===== src/rtl/conv_frame_ctrl_if.sv =====
// ----------------------------------------------------------------------------
// conv_frame_ctrl_if
// Purpose : bundles every non-clock/reset signal of the convolution frame
//           controller. Names are from the controller's point of view
//           (i_ = into the controller, o_ = out of the controller).
// Signals :
//   i_start, i_abort          frame control pulses
//   i_pix_valid, i_pix        raw pixel stream (no backpressure)
//   o_conv_valid, o_conv_val  pixel forwarded to the 3x3 core
//   i_conv_res                registered result from the 3x3 core
//   o_res_valid, o_res,
//   o_res_x, o_res_y          tagged result stream
//   o_busy, o_frame_done,
//   o_overrun                 status
// Modports:
//   slave  - the controller itself
//   master - frame source / core stand-in driving the controller
// ----------------------------------------------------------------------------
interface conv_frame_ctrl_if #(
    parameter int DATA_WIDTH = 12,
    parameter int IMG_WIDTH  = 640,
    parameter int IMG_HEIGHT = 480
);
    localparam int XW = $clog2(IMG_WIDTH);
    localparam int YW = $clog2(IMG_HEIGHT);
    localparam int RW = DATA_WIDTH + 3;

    logic                  i_start;
    logic                  i_abort;
    logic                  i_pix_valid;
    logic [DATA_WIDTH-1:0] i_pix;
    logic                  o_conv_valid;
    logic [DATA_WIDTH-1:0] o_conv_val;
    logic [RW-1:0]         i_conv_res;
    logic                  o_res_valid;
    logic [RW-1:0]         o_res;
    logic [XW-1:0]         o_res_x;
    logic [YW-1:0]         o_res_y;
    logic                  o_busy;
    logic                  o_frame_done;
    logic                  o_overrun;

    modport slave (
        input  i_start, i_abort, i_pix_valid, i_pix, i_conv_res,
        output o_conv_valid, o_conv_val, o_res_valid, o_res, o_res_x, o_res_y,
               o_busy, o_frame_done, o_overrun
    );

    modport master (
        output i_start, i_abort, i_pix_valid, i_pix, i_conv_res,
        input  o_conv_valid, o_conv_val, o_res_valid, o_res, o_res_x, o_res_y,
               o_busy, o_frame_done, o_overrun
    );
endinterface


===== src/rtl/conv_frame_ctrl.sv =====
// ----------------------------------------------------------------------------
// conv_frame_ctrl
// Purpose : frame-level sequencer in front of the 3x3 streaming convolution
//           core. Forwards pixels to the core only inside an armed frame,
//           tracks the (x, y) position of every accepted pixel, drops results
//           whose 3x3 window is incomplete (top/left border), tags the kept
//           results with the window's bottom-right coordinate and pulses
//           o_frame_done once the pipeline has drained.
// Ports   :
//   i_clk    clock
//   i_rst_n  asynchronous active-low reset
//   bus      conv_frame_ctrl_if.slave (control, pixel in, core link,
//            result out, status)
// Timing  : pixel accepted in cycle t -> o_conv_valid in t+1 -> core output
//           register in t+2 -> o_res_valid in t+3.
// Config  : define CONV_CTRL_BORDER_ZERO_EN to emit a result for every pixel,
//           with border windows forced to 0. Undefined (default): only full
//           windows are emitted.
// Params  : N must be 3; IMG_WIDTH must equal the core line-buffer depth;
//           IMG_WIDTH and IMG_HEIGHT must be at least 3.
// ----------------------------------------------------------------------------
module conv_frame_ctrl #(
    parameter int DATA_WIDTH = 12,
    parameter int IMG_WIDTH  = 640,
    parameter int IMG_HEIGHT = 480,
    parameter int N          = 3
) (
    input  logic             i_clk,
    input  logic             i_rst_n,
    conv_frame_ctrl_if.slave bus
);
    localparam int XW = $clog2(IMG_WIDTH);
    localparam int YW = $clog2(IMG_HEIGHT);
    localparam int RW = DATA_WIDTH + 3;

    localparam logic [XW-1:0] X_LAST = XW'(IMG_WIDTH - 1);
    localparam logic [YW-1:0] Y_LAST = YW'(IMG_HEIGHT - 1);
    // First column/row whose window reaches N-1 pixels back: a full window.
    localparam logic [XW-1:0] X_FULL = XW'(N - 1);
    localparam logic [YW-1:0] Y_FULL = YW'(N - 1);

    typedef enum logic [1:0] {
        ST_IDLE  = 2'd0,
        ST_RUN   = 2'd1,
        ST_DRAIN = 2'd2
    } state_t;

    state_t        r_state;
    logic [XW-1:0] r_x;
    logic [YW-1:0] r_y;

    // Tag pipe: p0 travels with the core input, p1 with the core output,
    // the third stage is the o_res* register set itself.
    logic          r_vld_p0;
    logic          r_vld_p1;
    logic [XW-1:0] r_x_p0;
    logic [XW-1:0] r_x_p1;
    logic [YW-1:0] r_y_p0;
    logic [YW-1:0] r_y_p1;
    logic          r_keep_p0;
    logic          r_keep_p1;

    logic          w_accept;
    logic          w_keep;
    logic          w_x_last;
    logic          w_y_last;
    logic          w_emit;
    logic          w_emit_ok;
    logic [RW-1:0] w_res;

    // A pixel in the same cycle as an abort is dropped with the frame.
    assign w_accept = (r_state == ST_RUN) && bus.i_pix_valid && !bus.i_abort;
    assign w_x_last = (r_x == X_LAST);
    assign w_y_last = (r_y == Y_LAST);
    assign w_keep   = (r_x >= X_FULL) && (r_y >= Y_FULL);

`ifdef CONV_CTRL_BORDER_ZERO_EN
    assign w_emit = r_vld_p1;
    assign w_res  = r_keep_p1 ? bus.i_conv_res : '0;
`else
    assign w_emit = r_vld_p1 && r_keep_p1;
    assign w_res  = bus.i_conv_res;
`endif

    // Abort flushes the last stage as well, so nothing in flight surfaces.
    assign w_emit_ok = w_emit && !bus.i_abort;

    // ---- control, counters, tag valids and registered outputs ----
    always_ff @(posedge i_clk or negedge i_rst_n) begin
        if (!i_rst_n) begin
            r_state          <= ST_IDLE;
            r_x              <= '0;
            r_y              <= '0;
            r_vld_p0         <= 1'b0;
            r_vld_p1         <= 1'b0;
            bus.o_conv_valid <= 1'b0;
            bus.o_conv_val   <= '0;
            bus.o_res_valid  <= 1'b0;
            bus.o_res        <= '0;
            bus.o_res_x      <= '0;
            bus.o_res_y      <= '0;
            bus.o_busy       <= 1'b0;
            bus.o_frame_done <= 1'b0;
            bus.o_overrun    <= 1'b0;
        end else begin
            bus.o_conv_valid <= w_accept;
            bus.o_frame_done <= 1'b0;
            r_vld_p0         <= w_accept;
            r_vld_p1         <= r_vld_p0;
            bus.o_res_valid  <= w_emit_ok;

            if (w_accept) begin
                bus.o_conv_val <= bus.i_pix;
                if (w_x_last) begin
                    r_x <= '0;
                    r_y <= w_y_last ? '0 : r_y + 1'b1;
                end else begin
                    r_x <= r_x + 1'b1;
                end
            end

            // Suppressed tags leave the result registers untouched.
            if (w_emit_ok) begin
                bus.o_res   <= w_res;
                bus.o_res_x <= r_x_p1;
                bus.o_res_y <= r_y_p1;
            end

            case (r_state)
                ST_IDLE: begin
                    if (bus.i_start) begin
                        r_state       <= ST_RUN;
                        r_x           <= '0;
                        r_y           <= '0;
                        bus.o_overrun <= 1'b0;
                        bus.o_busy    <= 1'b1;
                    end
                end
                ST_RUN: begin
                    if (w_accept && w_x_last && w_y_last) begin
                        r_state <= ST_DRAIN;
                    end
                end
                ST_DRAIN: begin
                    // With p0/p1 empty, the final tag sits in the output stage
                    // this cycle, so the done pulse lands one cycle after it.
                    if (!r_vld_p0 && !r_vld_p1) begin
                        r_state          <= ST_IDLE;
                        bus.o_busy       <= 1'b0;
                        bus.o_frame_done <= 1'b1;
                    end
                end
                default: begin
                    r_state    <= ST_IDLE;
                    bus.o_busy <= 1'b0;
                end
            endcase

            // A pixel arriving outside RUN is lost; this wins over the clear
            // from a start in the same cycle because that pixel really was lost.
            if (bus.i_pix_valid && (r_state != ST_RUN)) begin
                bus.o_overrun <= 1'b1;
            end

            if (bus.i_abort) begin
                r_state          <= ST_IDLE;
                r_vld_p0         <= 1'b0;
                r_vld_p1         <= 1'b0;
                bus.o_busy       <= 1'b0;
                bus.o_frame_done <= 1'b0;
            end
        end
    end

    // ---- tag payload pipe (valids above qualify it) ----
    always_ff @(posedge i_clk) begin
        if (w_accept) begin
            r_x_p0    <= r_x;
            r_y_p0    <= r_y;
            r_keep_p0 <= w_keep;
        end
        if (r_vld_p0) begin
            r_x_p1    <= r_x_p0;
            r_y_p1    <= r_y_p0;
            r_keep_p1 <= r_keep_p0;
        end
    end
endmodule


===== src/flat_wrapper.sv =====
// flat-port wrapper written by rule: the top's interface ports become plain ports
module conv_frame_ctrl_flat 
#(
    parameter int DATA_WIDTH = 12,
    parameter int IMG_WIDTH  = 640,
    parameter int IMG_HEIGHT = 480,
    parameter int N          = 3
)
  (i_clk, i_rst_n, bus_i_start, bus_i_abort, bus_i_pix_valid, bus_i_pix, bus_i_conv_res, bus_o_conv_valid, bus_o_conv_val, bus_o_res_valid, bus_o_res, bus_o_res_x, bus_o_res_y, bus_o_busy, bus_o_frame_done, bus_o_overrun);
  conv_frame_ctrl_if #(.DATA_WIDTH(DATA_WIDTH), .IMG_WIDTH(IMG_WIDTH), .IMG_HEIGHT(IMG_HEIGHT)) bus_i ();
  input  logic i_clk;
  input  logic i_rst_n;
  input wire logic [$bits(bus_i.i_start)-1:0] bus_i_start;
  input wire logic [$bits(bus_i.i_abort)-1:0] bus_i_abort;
  input wire logic [$bits(bus_i.i_pix_valid)-1:0] bus_i_pix_valid;
  input wire logic [$bits(bus_i.i_pix)-1:0] bus_i_pix;
  input wire logic [$bits(bus_i.i_conv_res)-1:0] bus_i_conv_res;
  output wire logic [$bits(bus_i.o_conv_valid)-1:0] bus_o_conv_valid;
  output wire logic [$bits(bus_i.o_conv_val)-1:0] bus_o_conv_val;
  output wire logic [$bits(bus_i.o_res_valid)-1:0] bus_o_res_valid;
  output wire logic [$bits(bus_i.o_res)-1:0] bus_o_res;
  output wire logic [$bits(bus_i.o_res_x)-1:0] bus_o_res_x;
  output wire logic [$bits(bus_i.o_res_y)-1:0] bus_o_res_y;
  output wire logic [$bits(bus_i.o_busy)-1:0] bus_o_busy;
  output wire logic [$bits(bus_i.o_frame_done)-1:0] bus_o_frame_done;
  output wire logic [$bits(bus_i.o_overrun)-1:0] bus_o_overrun;
  assign bus_i.i_start = bus_i_start;
  assign bus_i.i_abort = bus_i_abort;
  assign bus_i.i_pix_valid = bus_i_pix_valid;
  assign bus_i.i_pix = bus_i_pix;
  assign bus_i.i_conv_res = bus_i_conv_res;
  assign bus_o_conv_valid = bus_i.o_conv_valid;
  assign bus_o_conv_val = bus_i.o_conv_val;
  assign bus_o_res_valid = bus_i.o_res_valid;
  assign bus_o_res = bus_i.o_res;
  assign bus_o_res_x = bus_i.o_res_x;
  assign bus_o_res_y = bus_i.o_res_y;
  assign bus_o_busy = bus_i.o_busy;
  assign bus_o_frame_done = bus_i.o_frame_done;
  assign bus_o_overrun = bus_i.o_overrun;
  conv_frame_ctrl #(.DATA_WIDTH(DATA_WIDTH), .IMG_WIDTH(IMG_WIDTH), .IMG_HEIGHT(IMG_HEIGHT), .N(N)) u_core (.i_clk(i_clk), .i_rst_n(i_rst_n), .bus(bus_i));
endmodule

===== config.mk =====
export PLATFORM = sky130hd
export DESIGN_NAME = conv_frame_ctrl_flat
export DESIGN_NICKNAME = d
export VERILOG_FILES = /design/src/rtl/conv_frame_ctrl_if.sv /design/src/rtl/conv_frame_ctrl.sv /design/src/flat_wrapper.sv
export SDC_FILE = /design/constraint.sdc
export NUM_CORES = 1
export LEC_CHECK = 0
export ABC_AREA = 0
export CORE_MARGIN = 2
export CORE_UTILIZATION = 55
export CTS_CLUSTER_DIAMETER = 150
export CTS_CLUSTER_SIZE = 24
export DETAILED_ROUTE_END_ITERATION = 7
export PLACE_DENSITY = 0.82
export SLEW_MARGIN = 10
export SYNTH_ARGS = -nofsm -noshare
export SYNTH_HDL_FRONTEND = slang
export SYNTH_SLANG_ARGS = --single-unit

===== constraint.sdc =====
create_clock -name i_clk -period 3.3 [get_ports i_clk]
set_clock_uncertainty 0.15 [all_clocks]
set_input_delay 0.66 -clock i_clk [delete_from_list [all_inputs] [get_ports i_clk]]
set_output_delay 0.66 -clock i_clk [all_outputs]
set_load 0.05 [all_outputs]

==> impl_results.md, run 1 <==
- CP Data Required Time: between 2 and 2.5 ns
- Synthesized flop and latch total: about 110
- Crit-path max cell delay: 0.84 ns
- FF-to-FF setup slack: between 0.9 and 1 ns
- Crit path from: u_core.bus.o_res_x[9]
- CTS Buffer Depth: 2
- Clk Tree Root Cell: clkbuf_8
- Clock transition at path regs: roughly 0.06 ns
- Cts repair resizes: 0
- Clock Sinks: approximately 110
- Final min period: 2.55 ns
- Initial DRC count: 192
- Internal power: around 0.0028 W
- Routability cong.: between 0.8 and 0.9
- Final core occ: ~76%
- Crit path capture: bus_o_res_x[9]
- CTS tree: done
- Setup violations, final: 0
- Initial antenna violation count: 0
- ANT nets after route: 0
- H-tree depth: 4
- Chip height: 92.9 um
- # diodes: 0
- Arrival @ worst endpoint: between 1.5 and 2 ns
- Hold_buf cts: 0
- Final hold viol count: 0
- Period utilization: approximately 77%
- Num CTS Buffers: 17
- Total core area: around 7700 um^2
- Initial Util: a little under three fifths
- Setup CP Type: reg -> out
- Post-synth ARST share: between 60% and 70%
- Share of the synthesized area in the top cell type: between 40 and 50%
- Post-CTS Repair Setup Buffers: 0
- Max-Cap Viols: 0
- Crit-path leading delay family: buffers and inverters
- Crit Path Max Fanout: 2
- Average size of a mapped cell: 11.2 um^2
- Pwr Density: 665 nW/um^2
- Die X: approximately 93 um
- Net Sw Frac: a little over a quarter
- Logic pwr share: between 10 and 15%
- Via count of the routed design: ~3100
- Status: completed
- Synthesized instance count: 388
- Setup WS post-layout: 0.754 ns
- WP buf/inv: 1
- Number of buffers added on ports: 82
- FF-to-FF Start: u_core.r_x[1]
- Routed Wire Length: ~9 mm
- Yosys warns: 0
- Unique cell type count in the Yosys netlist: 36
- GRT Util Overall: 22.4%
- Post-Route Setup TNS: 0 ns
- Io pins: just over 80
- Highest-delay cell along the critical path: clkdlybuf4s50_1
- Drt via density: 5.23
- DR pass1 iterations: 4
- Nets: approximately 520
- RSZ-0062 raised after global routing: false
- Sequential group share of total power: between 40% and 50%
- Worst path cell trace: clkdlybuf4s50_1
- Rows: 32
- First-pass GRT wire length: around 15 mm
- Crit. path cell count: 1
- GR Overflow Total: 0
- Worst Reg-to-Reg Cells: 5
- Dpl ws: ~0.41 ns
- DRC Markers: 0
- Number of global-route vias before repair: around 3000
- Worst setup EP type: primary output
- Rel. slew slack: around two fifths
- Total power draw: 0.00389 W
- FMAX: 393 MHz
- Worst-Margin Slew: 0.919 ns
- Average wire per standard cell: 14.9 um
- Clock latency at the later pin of the worst-skew pair: between 0.5 and 0.6 ns
- Hpwl dp: around 5.3 mm
- Switching power: 0.00106 W
- Hold Crit Class: in -> async
- Largest net degree at the start of global routing: 75
- Sequential cell area fraction in the yosys report: a little over two thirds
- Capture point of the worst reg-to-reg path: u_core.r_y[8]
- Leakage: 2.57 nW
- Top_reg_cell synth: dfrtp_1
- Startpoint types: flop
- Fin. max-slew vios: 0
- Maximum vdd drop: between 0.0004 and 0.0005 V
- Area Growth Syn to Fin: 34.6%
- Number of synthesized flops with an enable pin: 40
- Synth area leader: dfrtp_1
- Clk network pwr share: ~44%
- Area contributors post-synth: dfrtp_1, edfxtp_1, nand2_1, nor2_1, xnor2_1
- Layout cell share with drive strength beyond 1: slightly below 8%
- Post-Syn Nets: between 400 and 500
- Die area: approximately 8600 um^2
- Post-Syn Area: between 4000 and 5000 um^2
==> flip-flops by register name (all words and copies together), names as in the netlist, 10 cells and up <==
signal	flops
u_core.r_x_p0	10
u_core.r_x_p1	10
u_core.bus.o_conv_val	12
u_core.r_x	10
u_core.bus.o_res_x	10
u_core.bus.o_res	15
==> Yosys cell counts, drive strengths merged (2+ instances only) <==
master and instances:
mux2i 3, nand4 4, nor3 6, clkbuf 10, nand2 155, inv 8
xor2 2, xnor2 6, o21ai 7, nor3b 3, or3 4, dfrtp 74
edfxtp 40, nor2b 2, nand3 4, nor2 19, nor4 5, a21oi 10
nand3b 2, or4 6, ha 4, buf 3
==> kinds of logic (layout without fill, tap and decap cells) <==
logic type                 Yosys count  in the layout  share of synthesized area, %
AOI/OAI and AO/OA                   22             22                          2.94
xor gates and xnor gates             8              8                          1.61
adders and majority gates            4              4                          1.15
buffers and inverters               22            129                          2.01
DFF                                114            114                          70.2
muxes                                3              3                         0.691
and+or+nand+nor                    215            215                          21.4
==> placed cells by master (no fill, tap or decap), types with 6 or more instances in the layout <==
cell	netlist	final
a21oi_1	10	10
buf_4	1	7
clkbuf_16	0	17
clkdlybuf4s50_1	0	81
dfrtp_1	74	74
edfxtp_1	40	40
inv_1	8	8
inv_4	0	6
nand2_1	155	155
nor2_1	19	19
nor3_1	6	6
o21ai_0	7	7
xnor2_1	6	6
==> routing by layer <==
metal / part of all wire (%) / track usage (%) / wire length, um / vias to the layer above
met3: 6.1 / 7.32 / 544 / 20
met2: 51 / 35.9 / 4550 / 109
met4: 1.4 / 8.58 / 128 / 0
met5: 0 / 0 / 0 / -
met1: 41 / 28.5 / 3650 / 1496
li1: - / - / - / 1495
==> through the flow <==
stage	instances	instance area, um^2	hold slack, ns
2_1_floorplan	388	4350	0.214
3_3_place_gp	565	5280	0.251
3_5_place_dp	565	5280	0.255
4_1_cts	597	5850	0.163
5_1_grt	597	5850	0.195
6_report	597	5850	0.118
==> layout make-up <==
type                            instances  area (um^2)
Inverter                                9         33.8
Fill cell                             484         1840
Sequential cell                       114         3050
Timing Repair Buffer                   88          863
Clock buffer                           22          474
Multi-Input combinational cell        252         1210
Tap cell                              102          128
Clock inverter                         10         92.6
==> worst reg2reg max path, cell delays in order, from the launching register on <==
cell     delay, ns
dfrtp_1       0.47
ha_1          0.23
nand2_1       0.14
or4_4         0.66
or4b_1        0.53
a21oi_1       0.14
==> how the worst min path moves through the flow <==
| stage | start | endpoint | slack, ns | depth (start not counted) |
|---|---|---|---|---|
| 4_1_cts | i_rst_n | u_core.bus.o_res[1] | 0.16 | 1 |
| 3_5_place_dp | u_core.r_x_p0[8] | u_core.r_x_p1[8] | 0.25 | 0 |
| 5_1_grt | i_rst_n | u_core.bus.o_res_y[5] | 0.19 | 1 |
| 2_1_floorplan | i_rst_n | u_core.bus.o_busy | 0.21 | 0 |
| 6_report | i_rst_n | u_core.bus.o_res[1] | 0.12 | 1 |
| 3_3_place_gp | u_core.r_y_p0[2] | u_core.r_y_p1[2] | 0.25 | 0 |
==> power by group through the flow <==
stage	Sequential [W]	Combinational, W	Clock, W
global placement	0.00162	0.000563	0
finish	0.00161	0.000572	0.00171
detailed placement	0.00163	0.000572	0
CTS	0.00161	0.000578	0.00174
floorplan	0.00189	0.0000788	0
global route	0.00162	0.000603	0.00182
Note: power is estimated with default switching activity, not from simulation.
==> inputs of run 2 (changes only) <==
--- a/config.mk
+++ b/config.mk
@@ -7,11 +7,11 @@
 export LEC_CHECK = 0
 export ABC_AREA = 0
 export CORE_MARGIN = 2
-export CORE_UTILIZATION = 55
+export CORE_UTILIZATION = 46
 export CTS_CLUSTER_DIAMETER = 150
 export CTS_CLUSTER_SIZE = 24
 export DETAILED_ROUTE_END_ITERATION = 7
-export PLACE_DENSITY = 0.82
+export PLACE_DENSITY = 0.73
 export SLEW_MARGIN = 10
 export SYNTH_ARGS = -nofsm -noshare
 export SYNTH_HDL_FRONTEND = slang
==> constraint.sdc (replaced) <==
create_clock -name i_clk -period 2.16 [get_ports i_clk]
set_clock_uncertainty 0.15 [all_clocks]
set_input_delay 0.432 -clock i_clk [delete_from_list [all_inputs] [get_ports i_clk]]
set_output_delay 0.432 -clock i_clk [all_outputs]
set_load 0.05 [all_outputs]
==> impl_results.md, run 2 (synthesis gave the netlist of run 1 again) <==
- CP Data Required Time: about 2.4 ns
- Total power draw: roughly 0.0057 W
- Initial antenna violation count: 0
- Pwr Density: 958 nW/um^2
- Final min period: 2.16 ns
- Clock latency at the later pin of the worst-skew pair: ~0.50 ns
- Top flop regs: u_core.bus.o_res (15), u_core.bus.o_conv_val (12)
- # diodes: 0
- Chip height: 101 um
- Hold Crit Start: u_core.r_x_p0[5]
- Area Growth Syn to Fin: 37.6%
- Die X: roughly 100 um
- Hpwl dp: roughly 5.6 mm
- Crit-path leading delay family: simple AND/OR/NAND/NOR gates
- Period utilization: roughly 100%
- Layout cell share with drive strength beyond 1: 13.3%
- Rel. slew slack: around two thirds
- Largest register FFs: 15
- H-tree depth: 4
- M1 WL: between 3 and 4 mm
- ANT nets after route: 0
- Number of buffers added on ports: 82
- Arrival @ worst endpoint: ~2.4 ns
- Fill cells: 705
- Initial Util: a little under half
- Hold endpoint: u_core.r_x_p1[5]
- Initial DRC count: roughly 130
- Clk Tree Root Cell: clkbuf_8
- Nets: around 540
- Io pins: 83
- Top reg by flops: u_core.bus.o_res
- Multi-input gate area: approximately 1200 um^2
- Leakage: approximately 2.9 nW
- GRT Util Overall: ~18%
- Largest net degree at the start of global routing: between 70 and 80
- Highest-delay cell along the critical path: or4b_4
- WP buf/inv: 0
- Clock Sinks: 114
- Most frequent cells in the layout: nand2_1, dfrtp_1, dlygate4sd2_1, edfxtp_1, clkdlybuf4s50_1
- Average wire per standard cell: 13.4 um
- Final hold viol count: 0
- Number of global-route vias before repair: between 3000 and 4000
- Setup CP Type: reg -> reg
- Final core occ: 65.0%
- DRC Markers: 0
- Total core area: 9200 um^2
- Drt via density: just under 5
- Die area: 10200 um^2
- Max Used Layer: met4
- Fin. max-slew vios: 0
- Met3 WL post-DR: 508 um
- Status: completed
- FF-to-FF Start: u_core.r_x[7]
- Rows: 35
- Clock transition at path regs: 0.06 ns
- Hold Crit Class: reg -> reg
- Worst-Margin Slew: roughly 0.51 ns
- CTS tree: done
- DR pass1 iterations: 4
- Worst path cell trace: or3b_4 > or4_4 > or4b_4 > a21oi_2
- Setup violations, final: 0
- Max-Cap Viols: 0
- Via count of the routed design: ~3000
- Routed Wire Length: 8.41 mm
- Crit-path max cell delay: ~0.54 ns
- Worst hold path depth: 0
- Met2 wire length: ~4.1 mm
- Capture point of the worst reg-to-reg path: u_core.r_y[8]
- First-pass GRT wire length: 13.8 mm
- CTS Buffer Depth: 2
- Commonest non-fill, non-tap cell in the layout: nand2_1
- Num CTS Buffers: 17
- Worst setup EP type: flop
- Maximum vdd drop: 0.000439 V
- GR Overflow Total: 0
- Startpoint types: flop
- RSZ-0062 raised after global routing: true
- FF-to-FF setup slack: 0.002 ns
- Worst Reg-to-Reg Cells: 4
- Storage cell area: between 3000 and 4000 um^2
- Crit Path Max Fanout: 10
- FMAX: 463 MHz
- Routability cong.: between 0.8 and 0.9
[run 2: repair_timing]
item,in CTS,in global routing
hold endpoints to repair,74,0
setup buffers,0,0
pin swaps,0,0
resized for setup,51,2
setup endpoints to repair,50,1
hold buffers,1,0
gates cloned,0,0
[run 2: per-layer routing]
metal	track usage, %	vias to the layer above
met1	21.5	1422
met3	5.94	7
met5	0	-
met4	5.30	0
li1	-	1543
met2	29.5	96
[run 2: stage by stage]
stage          std cells  setup slack (ns)  area, um^2  hold WS, ns  TNS, ns
5_1_grt              629           -0.0666        5980        0.272  -0.0666
6_report             629           0.00244        5980        0.263        0
3_3_place_gp         596            -0.411        5480        0.253    -3.65
3_5_place_dp         596            -0.446        5480        0.255    -4.10
2_1_floorplan        388            0.0335        4350      -0.0136        0
4_1_cts              629          0.000371        5970        0.262        0
[run 2: final cells by class]
cell class                      count  area share [%]
Clock buffer                       18            7.34
Clock inverter                     14            1.69
Inverter                            9           0.565
Multi-Input combinational cell    252            20.4
Sequential cell                   114            51.0
Tap cell                          111            2.32
Timing Repair Buffer              111            16.7
[run 2: worst max path at each step]
stage,startpoint,endpoint,slack (ns),cells past startpoint
final,u_core.r_x[7],u_core.r_y[8],0.002,4
after global routing,u_core.r_x[1],u_core.r_y[8],-0.07,5
after CTS,u_core.r_x[0],u_core.r_y[8],0.0004,5
after detailed placement,bus_i_pix_valid,u_core.r_y[8],-0.45,5
after global placement,bus_i_abort,u_core.r_y[8],-0.41,5
after floorplan,u_core.r_state[0],u_core.r_keep_p0,0.03,6
[run 2: report_power, final]
| group | internal (W) | switching [W] | total (W) | leakage [nW] |
|---|---|---|---|---|
| Clock | 0.00149 | 0.000995 | 0.00248 | 0.272 |
| Combinational | 0.000227 | 0.000585 | 0.000812 | 1.25 |
| Sequential | 0.00238 | 0.0000628 | 0.00244 | 1.35 |
